--- config.mk ---
export PLATFORM = sky130hd
export DESIGN_NAME = hd_transfer_controller
export DESIGN_NICKNAME = d
export VERILOG_FILES = /design/src/rtl/hd_pkg.sv /design/src/rtl/hd_address_counter.sv /design/src/rtl/hd_transfer_controller.sv
export SDC_FILE = /design/constraint.sdc
export NUM_CORES = 1
export LEC_CHECK = 0
export CORE_MARGIN = 2
export CORE_UTILIZATION = 44
export DETAILED_ROUTE_END_ITERATION = 10
export PLACE_DENSITY = 0.92
export SLEW_MARGIN = 20
export SYNTH_ARGS = -nofsm -noshare
export SYNTH_HDL_FRONTEND = slang
export SYNTH_SLANG_ARGS = --single-unit
export TNS_END_PERCENT = 50
--- constraint.sdc ---
create_clock -name clock -period 4.8 [get_ports clock]
set_clock_uncertainty 0.1 [all_clocks]
set_input_delay 0.72 -clock clock [delete_from_list [all_inputs] [get_ports clock]]
set_output_delay 0.72 -clock clock [all_outputs]
set_load 0.005 [all_outputs]
--- src/rtl/hd_pkg.sv ---
// Shared types and constants for the hard-drive block-transfer engine.
package hd_pkg;

    localparam int unsigned TRACK_W        = 7;
    localparam int unsigned SECTOR_W       = 14;
    localparam int unsigned DATA_W         = 32;
    localparam int unsigned DEF_MEM_AW     = 10;
    localparam int unsigned DEF_COUNT_W    = 16;
    localparam int unsigned DEF_SECTOR_MAX = 16383;
    localparam int unsigned DEF_TRACK_MAX  = 127;

    localparam logic DIR_HD_TO_MEM = 1'b0;
    localparam logic DIR_MEM_TO_HD = 1'b1;

    typedef enum logic [1:0] {
        ST_IDLE = 2'd0,
        ST_XFER = 2'd1,
        ST_DONE = 2'd2
    } state_e;

    typedef struct packed {
        logic [TRACK_W-1:0]  track;
        logic [SECTOR_W-1:0] sector;
    } hd_addr_t;

endpackage

--- src/rtl/hd_address_counter.sv ---
// Track/sector pointer: load, per-word increment with sector wrap into the
// next track, and a flag for the wrap that would run past the last track.
module hd_address_counter
    import hd_pkg::*;
#(
    parameter int unsigned SECTOR_MAX = DEF_SECTOR_MAX,
    parameter int unsigned TRACK_MAX  = DEF_TRACK_MAX
) (
    input  logic                clk_i,
    input  logic                rst_ni,
    input  logic                load_i,
    input  logic [TRACK_W-1:0]  load_track_i,
    input  logic [SECTOR_W-1:0] load_sector_i,
    input  logic                inc_i,
    output logic [TRACK_W-1:0]  track_o,
    output logic [SECTOR_W-1:0] sector_o,
    output logic                overflow_c
);

    hd_addr_t addr_q, addr_d;
    logic     sector_wrap_c;

    assign sector_wrap_c = (addr_q.sector == SECTOR_W'(SECTOR_MAX));
    assign overflow_c    = sector_wrap_c && (addr_q.track == TRACK_W'(TRACK_MAX));

    // An increment at the overflow point holds the pointer; the engine stops there.
    always_comb begin
        addr_d = addr_q;
        if (load_i) begin
            addr_d.track  = load_track_i;
            addr_d.sector = load_sector_i;
        end else if (inc_i && !overflow_c) begin
            if (sector_wrap_c) begin
                addr_d.sector = '0;
                addr_d.track  = addr_q.track + TRACK_W'(1);
            end else begin
                addr_d.sector = addr_q.sector + SECTOR_W'(1);
            end
        end
    end

    always_ff @(posedge clk_i or negedge rst_ni) begin
        if (!rst_ni) begin
            addr_q <= '0;
        end else begin
            addr_q <= addr_d;
        end
    end

    assign track_o  = addr_q.track;
    assign sector_o = addr_q.sector;

endmodule

--- src/rtl/hd_transfer_controller.sv ---
// Block-transfer engine moving a run of words between the hard drive and
// main memory, one word per clock, in either direction.
module hd_transfer_controller
    import hd_pkg::*;
#(
    parameter int unsigned MEM_AW     = DEF_MEM_AW,
    parameter int unsigned COUNT_W    = DEF_COUNT_W,
    parameter int unsigned SECTOR_MAX = DEF_SECTOR_MAX,
    parameter int unsigned TRACK_MAX  = DEF_TRACK_MAX
) (
    input  logic                clock,
    input  logic                reset_n,
    input  logic                start,
    input  logic                direction,
    input  logic [TRACK_W-1:0]  start_track,
    input  logic [SECTOR_W-1:0] start_sector,
    input  logic [MEM_AW-1:0]   mem_base,
    input  logic [COUNT_W-1:0]  word_count,
    input  logic                abort,
    output logic [TRACK_W-1:0]  hd_track,
    output logic [SECTOR_W-1:0] hd_sector,
    output logic [DATA_W-1:0]   hd_data_write,
    output logic                flag_write_hd,
    input  logic [DATA_W-1:0]   hd_data_read,
    output logic [MEM_AW-1:0]   mem_addr,
    output logic [DATA_W-1:0]   mem_data_write,
    output logic                mem_write,
    input  logic [DATA_W-1:0]   mem_data_read,
    output logic                busy,
    output logic                done,
    output logic                error,
    output logic [COUNT_W-1:0]  words_done
);

    state_e             state_q, state_d;
    logic               dir_q, dir_d;
    logic [COUNT_W-1:0] count_q, count_d;
    logic [MEM_AW-1:0]  mem_addr_q, mem_addr_d;
    logic [COUNT_W-1:0] words_done_q, words_done_d;
    logic               error_q, error_d;

    logic               load_c;
    logic               inc_c;
    logic               overflow_c;
    logic [COUNT_W-1:0] words_next_c;
    logic               xfer_ok_c;

    hd_address_counter #(
        .SECTOR_MAX (SECTOR_MAX),
        .TRACK_MAX  (TRACK_MAX)
    ) u_addr (
        .clk_i         (clock),
        .rst_ni        (reset_n),
        .load_i        (load_c),
        .load_track_i  (start_track),
        .load_sector_i (start_sector),
        .inc_i         (inc_c),
        .track_o       (hd_track),
        .sector_o      (hd_sector),
        .overflow_c    (overflow_c)
    );

    assign words_next_c = words_done_q + COUNT_W'(1);

    // Next-state and per-word advance.
    always_comb begin
        state_d      = state_q;
        dir_d        = dir_q;
        count_d      = count_q;
        mem_addr_d   = mem_addr_q;
        words_done_d = words_done_q;
        error_d      = error_q;
        load_c       = 1'b0;
        inc_c        = 1'b0;

        unique case (state_q)
            ST_IDLE: begin
                if (start) begin
                    dir_d        = direction;
                    count_d      = word_count;
                    mem_addr_d   = mem_base;
                    words_done_d = '0;
                    error_d      = 1'b0;
                    load_c       = 1'b1;
                    state_d      = (word_count != '0) ? ST_XFER : ST_DONE;
                end
            end
            ST_XFER: begin
                if (abort) begin
                    state_d = ST_DONE;
                end else begin
                    inc_c        = 1'b1;
                    mem_addr_d   = mem_addr_q + MEM_AW'(1);
                    words_done_d = words_next_c;
                    if (words_next_c == count_q) begin
                        state_d = ST_DONE;
                    end else if (overflow_c) begin
                        // Last addressable sector written with words still pending.
                        error_d = 1'b1;
                        state_d = ST_DONE;
                    end
                end
            end
            ST_DONE: begin
                state_d = ST_IDLE;
            end
            default: begin
                state_d = ST_IDLE;
            end
        endcase
    end

    always_ff @(posedge clock or negedge reset_n) begin
        if (!reset_n) begin
            state_q      <= ST_IDLE;
            dir_q        <= DIR_HD_TO_MEM;
            count_q      <= '0;
            mem_addr_q   <= '0;
            words_done_q <= '0;
            error_q      <= 1'b0;
        end else begin
            state_q      <= state_d;
            dir_q        <= dir_d;
            count_q      <= count_d;
            mem_addr_q   <= mem_addr_d;
            words_done_q <= words_done_d;
            error_q      <= error_d;
        end
    end

    // Strobes and write data pass through in the same cycle, gated by abort.
    assign xfer_ok_c      = (state_q == ST_XFER) && !abort;
    assign mem_write      = xfer_ok_c && (dir_q == DIR_HD_TO_MEM);
    assign flag_write_hd  = xfer_ok_c && (dir_q == DIR_MEM_TO_HD);
    assign mem_data_write = mem_write ? hd_data_read : '0;
    assign hd_data_write  = flag_write_hd ? mem_data_read : '0;

    assign busy       = (state_q == ST_XFER);
    assign done       = (state_q == ST_DONE);
    assign error      = error_q;
    assign mem_addr   = mem_addr_q;
    assign words_done = words_done_q;

endmodule

==> results.txt, run 1 <==
The type of element launching the critical path is an input pin. The number of distinct standard cells referenced by the synthesized netlist came out at 59. The detailed-route wire length came out at 16500 microns. The number of buffers created by CTS is 9. The die outline area is 11000 sq um.

The antenna cell count came out at 0. Dividing the detail-routed via count by the number of cells gives 5.83. The endpoint identified for the worst register-to-register timing path is u_addr.sector_o[9]$_DFFE_PN0P_. The library cell used most frequently in the layout, excluding fill and tap cells, is clkdlybuf4s50_1.

The kind of critical path is in -> out. The site row count is 36. The mean area per synthesized cell came out at 8.15 sq um.

Once the floorplan was initialized, standard cells occupied 45.5% of the core. The synthesized netlist net count came out at 669. Leaving out fill and tap cells, the most frequent cells in the layout are clkdlybuf4s50_1, nand2_1, dfrtp_1. The flow ran to the end, and the final reports show no timing, DRC or antenna violations.

Summing all non-filler instances in the final layout gives an area of 7000 sq um. The path depth of the worst reg2reg path came out at 8. The number of top-level design ports came out at 232. The vertical die dimension is 105 microns.

Before antenna repair, the detailed router went through 5 iterations. The count of final hold-check violations is 0. Synthesis inferred 67 register bits. The via count of the first global-routing pass came out at 5065. The share of synthesized area occupied by flip-flops and latches came out at 37.5%. In this run the cell area measured after placement is 6800 sq um. The clock latency on the worst-skew pair came out at 0.35 ns.

The maximum fanout along the worst path came out at 47. In this run the register-to-register setup slack is 1.70 ns. Of the cells placed in the final design, the portion with a size suffix greater than 1 is 4.59%.

The critical path required time came out at 3.98 ns. The count of buffers added on input and output ports is 231. The number of DRC markers after the initial detailed-route iteration is 479.

The number of sinks driven by the clock tree is 67. The number of antenna violations at the first check in global routing is 0. The max-slew violation total from the final report came out at 0. Counting every instance in the synthesized netlist gives 549. Headroom to the max-slew limit came out at 32.6%. The largest single stage delay on the critical path is 0.82 ns. The number of buffer and inverter stages on the critical path is 2.

The total half-perimeter wirelength after legalization and detailed placement came out at 12400 microns. The residual antenna-violating net count after detailed routing is 0. The sort of element at the end of the critical path is an output port. The peak supply drop came out at 205 uV.

The worst register-to-register path begins at state_q[1]$_DFFE_PN0P_. The cell sitting at the root of the clock tree is a clkbuf_8. The largest individual stage delay along the critical path comes from the cell nor2_4.

The die width is 105 microns. The sum of negative setup slack came out at 0 ns. The clock tree buffer depth came out at 2. The placeable core region came out at 9820 sq um. For this run, design rule violations remaining after detail routing come to 0. The arrival time reported for the critical path endpoint came out at 2.85 ns. The hold-fix buffer count after cts came out at 0. Summing every instance area after synthesis gives 4470 sq um. The total of cells resized after clock tree synthesis is 0. For this run, the leading register cell type out of synthesis is dfrtp_1. The leakage power figure is 2.90 nW. The power density over the cells came out at 439 nW/um^2. The clock tree from TritonCTS is done. The H-tree was split into 3 levels. The shortest period the worst path allows came out at 3.67 ns. For this run, the number of Yosys warnings is 0.

The total track usage came out at 29.2%. In the final routed layout, each cell accounts on average for 18.5 microns. The worst-margin pin slew is 1.01 ns.

After global routing the overflow that remains totals 0. In this design, the largest share of critical-path delay is due to simple AND/OR/NAND/NOR gates. The count of filler cells inserted in the layout came out at 736. The max-capacitance violation count is 0. Walking the worst path, the cells encountered are clkdlybuf4s50_1 > nor2_4 > and3_1 > clkdlybuf4s50_1. The maximum number of pins on one net before global-route repair is 56. Once the clock tree was built, the setup fixing pass inserted 0 buffers. The fraction of registers with async set or reset after synthesis came out at 100%. For this run, the top clock speed supported by timing is 273 MHz. The tightest min-delay check is of the in -> async type. The cell that appears most often on the critical path is clkdlybuf4s50_1. The final RePlAce weighted congestion came out at 0.923. The vias after detailed routing is 5219. The area growth from synthesis to final layout is 56.5%. The number of nets in the final layout is 877. The number of enable flip-flop cells after synthesis is 0. Clock-pin slew was measured on the worst setup and hold paths at 0.08 ns.

The global-route wire length before repair is 26000 microns. Setup repair after global routing left no endpoint under its margin. Setup violations remaining at the end of the flow were counted as 0. The portion of the clock cycle consumed by the worst path in the final layout came out at 76.4%.
-- per-stage QoR --
step | util (%) | setup slack (ns) | hold slack (ns) | cells | power [W]
2_1_floorplan | - | 2.40 | 0.324 | 549 | 0.00179
3_3_place_gp | 69.2 | 1.33 | 0.384 | 879 | 0.00249
3_5_place_dp | 69.3 | 1.19 | 0.401 | 879 | 0.00257
4_1_cts | 71.3 | 1.19 | 0.289 | 895 | 0.00306
5_1_grt | 71.3 | 1.05 | 0.316 | 895 | 0.00327
6_report | 71.3 | 1.13 | 0.270 | 895 | 0.00307
-- where the power goes --
group	leakage [nW]	switching, W	internal [W]	total [W]
Sequential	0.840	0.000315	0.000778	0.00109
Combinational	1.95	0.000716	0.000784	0.00150
Clock	0.104	0.000237	0.000243	0.000480
Total	2.90	0.00127	0.00181	0.00307
-- metal layers --
| layer | GRT usage (%) | part of all wire [%] | wire (microns) |
|---|---|---|---|
| met5 | 0 | 0 | 0 |
| met4 | 11.8 | 3.6 | 597 |
| met3 | 3.49 | 7.6 | 1260 |
| met2 | 51.3 | 51 | 8390 |
| met1 | 36.4 | 38 | 6300 |
-- area by class of cell --
class                           instances  area (sq um)  area share, %
Clock buffer                            9           124           1.77
Sequential cell                        67          1680           23.9
Tap cell                              133           166           2.38
Multi-Input combinational cell        440          2610           37.2
Timing Repair Buffer                  235          2340           33.4
Inverter                                4          15.0          0.214
Clock inverter                          7          75.1           1.07
-- worst max-delay path by stage --
stage	startpoint	end	slack (ns)	cells after the start
final	abort	hd_data_write[2]	1.13	4
after global routing	abort	hd_data_write[1]	1.05	4
after CTS	abort	hd_data_write[2]	1.19	4
after detailed placement	abort	hd_data_write[2]	1.19	4
after global placement	abort	hd_data_write[26]	1.33	4
after floorplan	abort	mem_data_write[22]	2.40	5
-- sequential cells by signal, indices dropped and copies added (netlist names) --
signal	cells
dir_q	1
count_q	16
words_done	16
mem_addr	10
u_addr.sector_o	14
u_addr.track_o	7
state_q	2
error	1
-- cells in the mapped netlist (all sizes together), types with 6 or more instances --
library cell,number,area share [%]
and2,36,5.0
a31oi,7,0.98
xnor2,14,2.7
buf,13,2.0
xor2,10,2.0
nor4,12,2.2
dfrtp,67,37
o311ai,7,1.4
a221o,7,1.6
clkbuf,25,2.1
nand2b,6,0.84
a21oi,19,2.1
o22ai,6,0.84
nand3,21,2.5
nor2,33,2.8
nand4,12,2.2
nor3b,6,1.0
and3,39,5.5
o31ai,6,1.0
nand2,102,8.6
o21ai,42,4.8
nor3,9,1.3
-- worst reg2reg max path, cell delays in order (launching register included) --
cell	delay (ns)
dfrtp_1	0.40
nand2b_1	0.29
inv_1	0.39
nand2b_1	0.20
buf_4	0.29
a21oi_1	0.63
nor2_1	0.23
o21ai_0	0.23
o311ai_0	0.18
-- kinds of logic after synthesis --
kind of cell,count (synthesis),share of synthesized area (%)
AOI/OAI and AO/OA,116,16.8
xor gates and xnor gates,24,4.70
DFF,67,37.5
and+or+nand+nor,292,34.5
muxes,4,0.895
adders and majority gates,4,1.12
buffers and inverters,42,4.48
Power figures use the tool's default switching activity.
==> run 2: changes to the inputs <==
Settings changed: CORE_UTILIZATION 44 to 37, PLACE_DENSITY 0.92 to 0.83.
Clock period 4.8 ns to 3 ns, I/O delays scaled along.
==> results.txt, run 2 (synthesis results as in run 1) <==
The count of final hold-check violations came out at 0 (unchanged). The final critical-path setup slack came out at 0.174 ns (-0.957 ns). The number of buffers created by CTS came to 9 (unchanged). The footprint of the multi-input gates is 2610 sq um (unchanged). The total of endpoints with negative setup slack in the final report is 0 (unchanged). The number of iterations in the first detailed-routing pass came out at 8 (+3).

STA classifies the critical path endpoint as an output port. The vias after detailed routing came out at 5159 (-1.1%). The number of nets in the final layout came out at 887 (+1.1%). The residual antenna-violating net count after detailed routing came out at 0 (unchanged). The switching power share of the total came out at 38.4% (-2.8 points). The tree is rooted in a clkbuf_16. The die width came out at 114 microns (+8.7%). The total half-perimeter wirelength after legalization and detailed placement came out at 13600 microns (+9.2%). In this run the worst hold path is classified as in -> async. TritonCTS built the clock tree. The site row count was 40 (+11%). The total instance count after detailed placement came out at 903 (+2.7%). The met1 wire length is 6510 microns (+3.4%). The initial cell density of the core came to 37.5% (-8.0 points). The length of routed met2 wiring is 8820 microns (+5.1%). The total of cells resized after clock tree synthesis is 0 (unchanged). The count of filler cells inserted in the layout was 1034 (+40%). The number of top-level design ports came out at 232 (unchanged). The library cell used most frequently in the layout, excluding fill and tap cells, is clkdlybuf4s50_1. The power density over the cells is 728 nW/um^2 (+66%).

The critical path required time came to 2.45 ns (-1.53 ns). The die outline area came out at 13000 sq um (+18%). The number of sinks driven by the clock tree came to 67 (unchanged).

The number of DRC markers after the initial detailed-route iteration came out at 422 (-12%). The detailed-route wire length is 17500 microns (+5.6%). The maximum number of pins on one net before global-route repair came out at 56 (unchanged). The post-CTS setup-driven buffer insertion count came out at 0 (unchanged). The placeable core region came out at 11900 sq um (+21%).

The number of H-tree branching levels came out at 3 (unchanged). The pre-CTS worst setup slack came out at 0.197 ns (-0.997 ns). The clock input transition at the sequential cells of the worst setup and hold paths is 0.05 ns (-0.03 ns). Setup repair after global routing left no endpoint under its margin. The kind of critical path is reg -> out. The mean routed wirelength per cell is 19.0 microns (+2.7%). The summed area of non-filler cells in the final layout came out at 7210 sq um (+3.0%). The number of I/O port buffers is 231 (unchanged). The peak clock frequency supported by timing is 354 MHz. The instance area at placement is 6920 sq um (+1.7%). The hold-fix buffer count after cts is 0 (unchanged).

The global-route congestion overflow total is 0 (unchanged). The sum of negative setup slack came out at 0 ns (unchanged). The worst-margin pin slew is 0.888 ns (-0.120 ns). The max-slew violation total from the final report is 0 (unchanged). The type of element launching the critical path is a register. The flow ran to the end, and the final reports show no timing, DRC or antenna violations.

The number of antenna violations at the first check in global routing came out at 2 (+2). The via count of the first global-routing pass is 5111 (+0.91%). The final critical path takes up 94.2% of the cycle. The area growth from synthesis to final layout is 61.2%. The max-capacitance violation count came to 0 (unchanged). The total internal power is 0.00323 W (+79%). The library cells used most frequently in the layout, excluding fill and tap cells, are clkdlybuf4s50_1, nand2_1, dfrtp_1. The net switching power is 0.00202 W (+59%). The wire length on met3 came out at 1480 microns (+17%). The count of unresolved DRC violations after routing is 0 (unchanged). The share of layout cells above drive strength 1 came out at 5.31% (+0.72 points).

The final RePlAce weighted congestion is 0.949 (+2.9%). The clock tree buffer depth is 2 (unchanged). After layout, the minimum clock period comes to 2.83 ns. The detailed router used layers up to and including met5. The clock network fraction of total power is 19.7% (+4.1 points). The sequential group share of total power came out at 32.4% (-3.2 points). The arrival time reported for the critical path endpoint is 2.28 ns (-0.57 ns). The final hold slack was 0.142 ns (-0.127 ns). The maximum fanout along the worst path came out at 33 (-30%). The clock latency on the worst-skew pair is 0.33 ns (-0.02 ns). The peak supply drop came to 431 uV (+110%).

The combinational share of power is 47.9% (-0.9 points). The worst max-slew margin expressed relative to the limit is 40.8% (+8.2 points). The global-route wire length before repair came out at 26800 microns (+2.7%). The vertical die dimension is 114 microns (+8.7%). The sequential cell area came out at 1680 sq um (unchanged). The post-route non-filler standard cell count is 920 (+2.8%).

The total track usage came out at 26.5% (-2.7 points). The leakage power figure is 2.99 nW (+3.2%). The number of vias per cell came to 5.61 (-3.8%).
[run 2: cell count changes in the layout (fill, tap and decap cells not counted), sizes merged]
cell	before	now
clkinv	4	1
diode	0	1
clkbuf	9	14
inv	6	4
buf	5	15
[run 2: area by class of cell]
| class | instances | area share, % |
|---|---|---|
| multi-input cells | 440 | 36.1 |
| flip-flops and latches | 67 | 23.3 |
| well taps | 147 | 2.55 |
| inverters | 4 | 0.208 |
| diodes | 1 | 0.0347 |
| repair buffers | 245 | 33.8 |
| clock inverters | 2 | 0.486 |
| clock buffers | 14 | 3.52 |
[run 2: per-stage QoR]
stage | total power (W) | utilization [%]
after floorplan | 0.00286 | -
after global placement | 0.00411 | 58.1
after global routing | 0.00559 | 60.5
after detailed placement | 0.00419 | 58.1
after CTS | 0.00525 | 60.5
final | 0.00525 | 60.5
[run 2: routing by layer]
layer  track usage [%]  up-vias
li1                  -     2409
met1              31.7     2433
met2              45.0      274
met3              7.12       41
met4              11.1        2
met5                 0        -
[run 2: final timing paths]
check                      cells past startpoint  slack (ns)                            from                        endpoint
max in group asynchronous                      2        1.90                         reset_n   u_addr.track_o[5]$_DFFE_PN0P_
hold reg to reg                                2        0.40         count_q[15]$_DFFE_PN0P_         count_q[15]$_DFFE_PN0P_
setup / recovery                               7        0.17          state_q[1]$_DFFE_PN0P_               mem_data_write[8]
min in group clock                             2        0.40         count_q[15]$_DFFE_PN0P_         count_q[15]$_DFFE_PN0P_
hold / removal                                 1        0.14                         reset_n          count_q[7]$_DFFE_PN0P_
setup reg to reg                               7        0.36  u_addr.sector_o[0]$_DFFE_PN0P_  u_addr.sector_o[6]$_DFFE_PN0P_
[run 2: power groups by stage]
stage	Combinational, W	Clock (W)	Sequential (W)
6_report	0.00251	0.00104	0.00170
3_5_place_dp	0.00249	0	0.00170
3_3_place_gp	0.00243	0	0.00168
5_1_grt	0.00275	0.00109	0.00175
4_1_cts	0.00251	0.00105	0.00169
2_1_floorplan	0.00126	0	0.00160
[run 2: worst max-delay path: stages (launching register included)]
cell and delay [ns]:
dfrtp_1 0.40, nand2b_1 0.25, inv_1 0.13, nand2b_1 0.08
nor2_1 0.20, buf_12 0.19, and2_1 0.15, clkdlybuf4s50_1 0.52
==> RTL change, RTL diff (flow settings as in run 1) <==
Re-encode `state_e` (3 states) as one-hot, 3 bits wide.
--- a/src/rtl/hd_pkg.sv
+++ b/src/rtl/hd_pkg.sv
@@ -12,10 +12,10 @@
     localparam logic DIR_HD_TO_MEM = 1'b0;
     localparam logic DIR_MEM_TO_HD = 1'b1;
 
-    typedef enum logic [1:0] {
-        ST_IDLE = 2'd0,
-        ST_XFER = 2'd1,
-        ST_DONE = 2'd2
+    typedef enum logic [2:0] {
+        ST_IDLE = 3'b001,
+        ST_XFER = 3'b010,
+        ST_DONE = 3'b100
     } state_e;
 
     typedef struct packed {
Check against the original RTL: no difference found for any inputs over 10 cycles, from zero or initial values and one cycle with reset_n low; not proved beyond that.
==> RTL change against run 1 <==
Sequential cell count grew 1. Area after synthesis shrank 3.4%. Power shrank 6.6%. Cell area shrank 0.91%. Fmax grew 10%. Wire length shrank 3.6%. Utilization grew 0.67 points. Setup slack gained 340 ps.
==> RTL change: results (changes against run 1) <==
Outcome
  • Run status: finished clean

Setup path
  • Worst-path maximum fanout: 33 (-30%)
  • Crit path DAT: 2510 ps (-340 ps)
  • Worst R2R Path Depth: 8 (unchanged)

Finish
  • Ant diodes: 0 (unchanged)
  • Share of post-route cells with drive strength above 1: 5.121% (+0.53 points)
  • # fillers: 718 (-2.4%)
  • Final #Nets: 858 (-2.2%)

Yosys
  • Synthesized net count: 642 (-4.0%)
  • Synth Flop Type: dfrtp_1
  • Fraction of registers with async set/reset: 100.0% (unchanged)
  • Top cells by area, synth: dfrtp_1 39%, nand2_1 7.8%, and3_1 6.4%
  • Synth top cells by count: 90 x nand2_1, 67 x dfrtp_1, 44 x and3_1, 39 x o21ai_0, 36 x and2_1
  • Seq/Total Area, Yosys: 39.44% (+1.9 points)
  • Yosys cell types: 55 (-6.8%)
  • YS warnings: 0 (unchanged)

CTS
  • Clk_lat worst skew: 350 ps (about the same)
  • CTS H-tree depth: 3 (unchanged)
  • Clock tree buffer depth: 2 (unchanged)
  • CTS Buf Count: 9 (unchanged)
  • Reg clk slew, reported paths: roughly 70 ps
  • Post-CTS Hold Buffers: 0 (unchanged)
  • Root buffer cell: clkbuf_8
  • CTS tree: yes

STA
  • Slew margin rel.: 34.06% (+1.4 points)
  • Crit path time final: 3331 ps (-338.6 ps)

Global route
  • First-pass GRT wire length: 23,720 um (-9.0%)
  • Initial antenna violation count: 1 (+1)
  • Number of global-route vias before repair: 4,703 (-7.1%)
  • Global Route Usage Sum: 28.96% (-0.25 points)
  • Largest net degree at the start of global routing: 39 (-30%)

Route
  • Vias: 4,932 (-5.5%)
  • 1st-iter DRT viols: 272 (-43%)
  • Post-Route WL: 15,950 um (-3.6%)
  • Iteration count of the initial detailed-routing pass: 5 (unchanged)

Place
  • Area after DPL: 6726 um2 (-1.1%)
  • Port bufs: 231 (unchanged)
  • GP Congestion: 0.8812 (-4.5%)
  • Final HPWL DP: 12,050 um (-3.0%)

Pwr
  • Reported leakage power: 2.908 nW (+0.34%)
  • Worst IR Drop VDD: 0.0002873 V (+40%)

Min path
  • Worst min-delay path class: in2async

Flow run
  • Maxcap violations: 0 (unchanged)
RTL change: cells by family after synthesis:
logic type / count (synthesis) / synth area share, %
adders and majority gates: 4 / 1.159
and+or+nand+nor: 272 / 33.21
muxes: 2 / 0.4637
buffers and inverters: 38 / 3.535
DFF: 68 / 39.44
xor gates and xnor gates: 29 / 5.883
AOI/OAI and AO/OA: 109 / 16.31
RTL change: per-stage QoR:
step / hold WS, ps / std cells / setup slack (ps) / power (mW) / util (%)
after floorplan: 324.4 / 522 / 2255 / 1.688 / -
after global placement: 367.2 / 860 / 1563 / 2.286 / 69.78
after detailed placement: 386.0 / 860 / 1447 / 2.352 / 69.78
after CTS: 336.5 / 875 / 1494 / 2.862 / 71.96
after global routing: 352.5 / 875 / 1373 / 3.051 / 71.96
final: 309.2 / 875 / 1470 / 2.871 / 71.96
RTL change: routing by layer:
| layer | share of wire [%] | GRT usage (%) |
|---|---|---|
| met5 | 0.082 | 0 |
| met4 | 1.4 | 8.300 |
| met3 | 9.4 | 7.729 |
| met2 | 46 | 43.66 |
| met1 | 43 | 41.14 |
RTL change: path summary, 6_finish.rpt:
check / from / end / slack, ps
worst max-delay path: abort / mem_data_write[9] / 1470
worst min-delay path: reset_n / u_addr.sector_o[8] / 310
worst max register to register: state_q[2] / u_addr.sector_o[6] / 1850
worst min register to register: count_q[0] / count_q[0] / 400
max in group asynchronous: reset_n / count_q[15] / 3330
min in group clock: count_q[0] / count_q[0] / 400
RTL change: power breakdown:
group	switching [mW]	internal (mW)	total (mW)
clock	0.218	0.280	0.497
sequential	0.288	0.789	1.08
combinational	0.608	0.689	1.30
RTL change: final cells by class:
cell class	instances	share of cell area [%]
multi-input cells	416	35.68
flip-flops and latches	68	24.55
clock buffers	12	2.381
inverters	4	0.2165
clock inverters	3	0.6494
well taps	133	2.399
repair buffers	239	34.13
RTL change: worst max-delay path, stage by stage:
cell and delay (ps):
clkdlybuf4s50_1 470, nand2b_1 200, nor2_1 120, buf_4 300
and2_1 180, clkdlybuf4s50_1 520
